<file path="src/rtl/adc2fifo_pack_if.sv">
// rtl/adc2fifo_pack_if.sv - frame handshake, ADC sample and FIFO write signals of adc2fifo_pack
interface adc2fifo_pack_if;
    logic        fs_fifo;
    logic        fd_fifo;
    logic        adc_rxen;
    logic [15:0] adc_rxd;
    logic        fifo_full;
    logic        fifo_txen;
    logic [7:0]  fifo_txd;

    // packer side: consumes frame requests and samples, drives the FIFO write port
    modport master (
        input  fs_fifo,
        output fd_fifo,
        input  adc_rxen,
        input  adc_rxd,
        input  fifo_full,
        output fifo_txen,
        output fifo_txd
    );

    // environment side: frame requester, ADC receiver and FIFO
    modport slave (
        output fs_fifo,
        input  fd_fifo,
        output adc_rxen,
        output adc_rxd,
        output fifo_full,
        input  fifo_txen,
        input  fifo_txd
    );
endinterface

</file>
<file path="src/rtl/adc2fifo_pack.sv">
// rtl/adc2fifo_pack.sv - packs 16-bit ADC samples into framed FIFO bytes; ADC2FIFO_SUM_EN adds an XOR tail byte
module adc2fifo_pack #(
    parameter int unsigned CHAN_NUM  = 32,
    parameter logic [7:0]  HEAD_BYTE = 8'hAA
) (
    input  logic            clk,
    input  logic            rst_n,
    adc2fifo_pack_if.master bus,
    output logic [7:0]      frame_cnt,
    output logic            err_ovf
);

    localparam logic [7:0] LAST_CHAN = 8'(CHAN_NUM - 1);

`ifdef ADC2FIFO_SUM_EN
    typedef enum logic [2:0] {
        S_IDLE, S_HEAD, S_NUM, S_WAIT, S_DATH, S_DATL, S_TAIL, S_DONE
    } state_t;
`else
    typedef enum logic [2:0] {
        S_IDLE, S_HEAD, S_NUM, S_WAIT, S_DATH, S_DATL, S_DONE
    } state_t;
`endif

    state_t      state_q,     state_d;
    logic        txen_q,      txen_d;
    logic [7:0]  txd_q,       txd_d;
    logic [7:0]  frame_cnt_q, frame_cnt_d;
    logic [7:0]  chan_cnt_q,  chan_cnt_d;
    logic        err_q,       err_d;
    logic [15:0] sample_q,    sample_d;
    logic [15:0] skid_q,      skid_d;
    logic        skid_full_q, skid_full_d;
`ifdef ADC2FIFO_SUM_EN
    logic [7:0]  sum_q,       sum_d;
`endif

    logic        frame_active;
    logic        can_write;

    assign frame_active = (state_q != S_IDLE) && (state_q != S_DONE);
    assign can_write    = !bus.fifo_full;

    // next-state, write data and bookkeeping; abort takes priority over any write
    always_comb begin
        state_d     = state_q;
        txen_d      = 1'b0;
        txd_d       = txd_q;
        frame_cnt_d = frame_cnt_q;
        chan_cnt_d  = chan_cnt_q;
        err_d       = err_q;
        sample_d    = sample_q;
        skid_d      = skid_q;
        skid_full_d = skid_full_q;
`ifdef ADC2FIFO_SUM_EN
        sum_d       = sum_q;
`endif

        if (frame_active && !bus.fs_fifo) begin
            // requester withdrew: leave the partial frame in the FIFO, drop any buffered sample
            state_d     = S_IDLE;
            skid_full_d = 1'b0;
        end else begin
            // a sample arriving while we are busy writing goes to the one-entry skid
            if (frame_active && (state_q != S_WAIT) && bus.adc_rxen) begin
                if (skid_full_q) begin
                    err_d = 1'b1;
                end else begin
                    skid_d      = bus.adc_rxd;
                    skid_full_d = 1'b1;
                end
            end

            unique case (state_q)
                S_IDLE: begin
                    if (bus.fs_fifo) begin
                        state_d    = S_HEAD;
                        chan_cnt_d = 8'd0;
`ifdef ADC2FIFO_SUM_EN
                        sum_d      = 8'd0;
`endif
                    end
                end
                S_HEAD: begin
                    if (can_write) begin
                        txen_d  = 1'b1;
                        txd_d   = HEAD_BYTE;
                        state_d = S_NUM;
                    end
                end
                S_NUM: begin
                    if (can_write) begin
                        txen_d  = 1'b1;
                        txd_d   = frame_cnt_q;
                        state_d = S_WAIT;
                    end
                end
                S_WAIT: begin
                    if (skid_full_q) begin
                        // buffered sample first; a sample arriving now refills the skid
                        sample_d    = skid_q;
                        skid_full_d = bus.adc_rxen;
                        if (bus.adc_rxen) begin
                            skid_d = bus.adc_rxd;
                        end
                        state_d = S_DATH;
                    end else if (bus.adc_rxen) begin
                        sample_d = bus.adc_rxd;
                        state_d  = S_DATH;
                    end
                end
                S_DATH: begin
                    if (can_write) begin
                        txen_d  = 1'b1;
                        txd_d   = sample_q[15:8];
`ifdef ADC2FIFO_SUM_EN
                        sum_d   = sum_q ^ sample_q[15:8];
`endif
                        state_d = S_DATL;
                    end
                end
                S_DATL: begin
                    if (can_write) begin
                        txen_d     = 1'b1;
                        txd_d      = sample_q[7:0];
`ifdef ADC2FIFO_SUM_EN
                        sum_d      = sum_q ^ sample_q[7:0];
`endif
                        chan_cnt_d = chan_cnt_q + 8'd1;
                        if (chan_cnt_q == LAST_CHAN) begin
`ifdef ADC2FIFO_SUM_EN
                            state_d = S_TAIL;
`else
                            state_d = S_DONE;
`endif
                        end else begin
                            state_d = S_WAIT;
                        end
                    end
                end
`ifdef ADC2FIFO_SUM_EN
                S_TAIL: begin
                    if (can_write) begin
                        txen_d  = 1'b1;
                        txd_d   = sum_q;
                        state_d = S_DONE;
                    end
                end
`endif
                S_DONE: begin
                    if (!bus.fs_fifo) begin
                        state_d     = S_IDLE;
                        frame_cnt_d = frame_cnt_q + 8'd1;
                    end
                end
                default: begin
                    state_d = S_IDLE;
                end
            endcase
        end
    end

    // state and datapath registers with synchronous active-low reset
    always_ff @(posedge clk) begin
        if (!rst_n) begin
            state_q     <= S_IDLE;
            txen_q      <= 1'b0;
            txd_q       <= 8'd0;
            frame_cnt_q <= 8'd0;
            chan_cnt_q  <= 8'd0;
            err_q       <= 1'b0;
            sample_q    <= 16'd0;
            skid_q      <= 16'd0;
            skid_full_q <= 1'b0;
`ifdef ADC2FIFO_SUM_EN
            sum_q       <= 8'd0;
`endif
        end else begin
            state_q     <= state_d;
            txen_q      <= txen_d;
            txd_q       <= txd_d;
            frame_cnt_q <= frame_cnt_d;
            chan_cnt_q  <= chan_cnt_d;
            err_q       <= err_d;
            sample_q    <= sample_d;
            skid_q      <= skid_d;
            skid_full_q <= skid_full_d;
`ifdef ADC2FIFO_SUM_EN
            sum_q       <= sum_d;
`endif
        end
    end

    assign bus.fd_fifo   = (state_q == S_DONE);
    assign bus.fifo_txen = txen_q;
    assign bus.fifo_txd  = txd_q;
    assign frame_cnt     = frame_cnt_q;
    assign err_ovf       = err_q;

endmodule

</file>
<file path="src/flat_wrapper.sv">
// flat-port wrapper written by rule: the top's interface ports become plain ports
module adc2fifo_pack_flat 
#(
    parameter int unsigned CHAN_NUM  = 32,
    parameter logic [7:0]  HEAD_BYTE = 8'hAA
)
  (clk, rst_n, frame_cnt, err_ovf, bus_fs_fifo, bus_fd_fifo, bus_adc_rxen, bus_adc_rxd, bus_fifo_full, bus_fifo_txen, bus_fifo_txd);
  adc2fifo_pack_if bus_i ();
  input  logic clk;
  input  logic rst_n;
  output logic [7:0] frame_cnt;
  output logic err_ovf;
  input wire logic [$bits(bus_i.fs_fifo)-1:0] bus_fs_fifo;
  output wire logic [$bits(bus_i.fd_fifo)-1:0] bus_fd_fifo;
  input wire logic [$bits(bus_i.adc_rxen)-1:0] bus_adc_rxen;
  input wire logic [$bits(bus_i.adc_rxd)-1:0] bus_adc_rxd;
  input wire logic [$bits(bus_i.fifo_full)-1:0] bus_fifo_full;
  output wire logic [$bits(bus_i.fifo_txen)-1:0] bus_fifo_txen;
  output wire logic [$bits(bus_i.fifo_txd)-1:0] bus_fifo_txd;
  assign bus_i.fs_fifo = bus_fs_fifo;
  assign bus_fd_fifo = bus_i.fd_fifo;
  assign bus_i.adc_rxen = bus_adc_rxen;
  assign bus_i.adc_rxd = bus_adc_rxd;
  assign bus_i.fifo_full = bus_fifo_full;
  assign bus_fifo_txen = bus_i.fifo_txen;
  assign bus_fifo_txd = bus_i.fifo_txd;
  adc2fifo_pack #(.CHAN_NUM(CHAN_NUM), .HEAD_BYTE(HEAD_BYTE)) u_core (.clk(clk), .rst_n(rst_n), .bus(bus_i), .frame_cnt(frame_cnt), .err_ovf(err_ovf));
endmodule
</file>
<file path="config.mk">
export PLATFORM = sky130hd
export DESIGN_NAME = adc2fifo_pack_flat
export DESIGN_NICKNAME = d
export VERILOG_FILES = /design/src/rtl/adc2fifo_pack_if.sv /design/src/rtl/adc2fifo_pack.sv /design/src/flat_wrapper.sv
export SDC_FILE = /design/constraint.sdc
export NUM_CORES = 1
export LEC_CHECK = 0
export ABC_CLOCK_PERIOD_IN_PS = 2590
export CORE_UTILIZATION = 50
export DETAILED_ROUTE_END_ITERATION = 8
export GPL_ROUTABILITY_DRIVEN = 0
export PLACE_DENSITY_LB_ADDON = 0.2
export SETUP_SLACK_MARGIN = 0.02
export SYNTH_ARGS = -nofsm -noshare
export SYNTH_HDL_FRONTEND = slang
export SYNTH_SLANG_ARGS = --single-unit
export TNS_END_PERCENT = 30
</file>
<file path="constraint.sdc">
create_clock -name clk -period 2.59 [get_ports clk]
set_input_delay 0.518 -clock clk [delete_from_list [all_inputs] [get_ports clk]]
set_output_delay 0.518 -clock clk [all_outputs]
set_load 0.1 [all_outputs]
</file>
==> reports/metrics.cfg <==
[timing]
hold_viol_final = 0
relSlewSlack_pct = 66.4
rsz0062_at_grt = false
period_minus_slack_ns = 2.14
max_freq_ghz = 0.468
worst_pin_slew_ns = 0.499
maxSlewViolCount = 0
finalSetupTns_ns = 0
fin_crit_sh_pct = 82.6
setup_violations = 0
skew_ns = 0.0102

[yosys]
async_flop_share_pct = 0
synth_top_area_cell = dfxtp_1
syn_nets = 324
synth-seq-cells = 62
syn_inst = 301
synth_area_mm2 = 0.00297
synth_top_family_by_area = compound AO/OA/AOI/OAI gates
synthTopCellsByArea = dfxtp_1 42%, mux2i_1 9.1%, o211a_1 6.7%, a22o_1 4.7%, nand2_1 3.7%
synthSimpleGateAreaFrac_pct = 17.4
yosysTopAreaCellShare_pct = 41.7
synth-edff-count = 0
synth_mux_area_share_pct = 9.09
synth_common_cells = 62 x dfxtp_1, 29 x nand2_1, 27 x mux2i_1
yosys.cell_count.top_type = dfxtp_1
synth_xor_xnor_area_share_pct = 4.12
avgSynthCellArea_um2 = 9.88
synth-compound-area-share_pct = 21.8
synthAdderAreaFrac_pct = 0.841
ys.flop_type = dfxtp_1
yosysWarningCount = 0
ys_types = 53
synth-seq-area-share_pct = 41.7

[drt]
drc = 0
wl_um = 6310
avgViaCountPerCell = 5.65
routedWlPerCell_um = 15.2
dr.pass1.iters = 4
antenna_left = 0
first_iter_violations = 147
dr_total_vias = 2339

[global_route]
grt_pass1_wl_um = 10600
grt.overflow.total = 0
grt_max_degree = 39
grt_pass1_vias = 2228
antenna_found_initial = 0
grtUsageTotal_pct = 22.0

[place]
io_buffers = 39
dpl.hpwl_um = 4190

[run]
cap_violations = 0

[critical_path]
path_class = reg -> out
startpoint = u_core.state_q[1]
critPathBufInv = 1
cp.arrival_ns = 1.62
required_ns = 2.07
path_cells = and2b_4, and2_2, buf_12
cpLargestDelayFamily = flip-flops
max_stage_delay_ns = 0.63
r2r-start = u_core.state_q[1]
critPathCaptureType = output pin
cp_slowest_cell = dfxtp_1
crit_fanout = 17
cp-start-kind = register

[finish]
nets = 360
fillers = 499
layout-drive-gt1-share_pct = 16.4
area_delta_synth_final_pct = 19.5
multi_input_area_mm2 = 0.00158
register_area_mm2 = 0.00124
diodes = 0

[cts]
worstSkewPairLatency_ns = 0.34
clock_sinks = 62
cts_buffers = 9
clock_path_buffers = 2
clockRootBuffer = clkbuf_8
post_cts_resized = 0
hold_buffers = 0
htree_levels = 3
path_clk_slew_ns = 0.07
postCtsSetupRepairBufs = 0
cts_tree = built

[floorplan]
start_util_pct = 53.0
dieHeight_um = 79.1
io-pin-count = 40
fp.coreArea_mm2 = 0.00561
row_count = 27
die_w_um = 79.1
die-area_mm2 = 0.00626

[hold_path]
hold_path.class = reg -> reg

[pwr]
power_density_mw_per_mm2 = 612
power.leakage_nw = 1.55
power.total_mw = 2.18
irDropWorstVdd_v = 0.000464

[status]
status = complete, no violations

## logic make-up (layout without fill, tap and decap cells)
logic type,Yosys count,in the layout
AO/OA/AOI/OAI,75,75
XOR/XNOR,14,14
adder cells (fa/ha/maj),2,2
buffers and inverters,25,66
flip-flops,62,62
multiplexers,27,27
AND/OR/NAND/NOR,96,96
## cells in the final DEF, fill, tap and decap left out, drive strengths merged, types with 3 or more instances in the layout
cell,count
and3,3
clkinv,4
o21ai,10
clkdlybuf4s50,20
and2,10
clkinvlp,3
nor2b,6
xor2,9
nor3,3
buf,28
nand2,29
nand2b,7
a31oi,3
xnor2,5
mux2i,27
nand3,6
nor2,13
a21oi,11
nand4,9
dfxtp,62
o211a,20
clkbuf,9
o211ai,5
a22o,16
## stage by stage
| step | instance area (µm²) | hold slack, ns | setup slack, ns | instances | util (%) |
|---|---|---|---|---|---|
| after global routing | 3550 | 0.497 | 0.331 | 414 | 63.4 |
| after floorplan | 2970 | 0.442 | 0.658 | 301 | - |
| after global placement | 3360 | 0.456 | 0.356 | 398 | 59.8 |
| after detailed placement | 3360 | 0.457 | 0.307 | 398 | 59.8 |
| after CTS | 3550 | 0.479 | 0.421 | 414 | 63.4 |
| final | 3550 | 0.476 | 0.452 | 414 | 63.4 |
## power breakdown
part	internal, mW	total, mW	switching (mW)
combinational	0.128	0.325	0.198
sequential	0.980	1.00	0.0233
clock	0.445	0.849	0.404
total	1.55	2.18	0.625
## per-layer routing
layer | routed length, µm | vias up | track usage, % | part of all wire, %
met2 | 2850 | 53 | 33.2 | 45
met4 | 47 | 0 | 6.91 | 0.75
met3 | 297 | 4 | 7.93 | 4.7
met5 | 0 | - | 0 | 0
li1 | - | 1164 | - | -
met1 | 3110 | 1118 | 29.2 | 49
## path summary, 6_finish.rpt
path,end,slack (ns),cells after the start
max,bus_fd_fifo,0.45,3
min,register,0.48,1
min reg2reg,register,0.48,1
max reg2reg,register,0.65,5
## cell type report
type / instances / area share [%]
Timing Repair Buffer: 48 / 12.2
Clock buffer: 9 / 3.48
Tap cell: 72 / 2.53
Multi-Input combinational cell: 214 / 44.5
Sequential cell: 62 / 34.9
Inverter: 2 / 0.211
Clock inverter: 7 / 2.11
No activity file was read; power rests on OpenSTA's default activity.
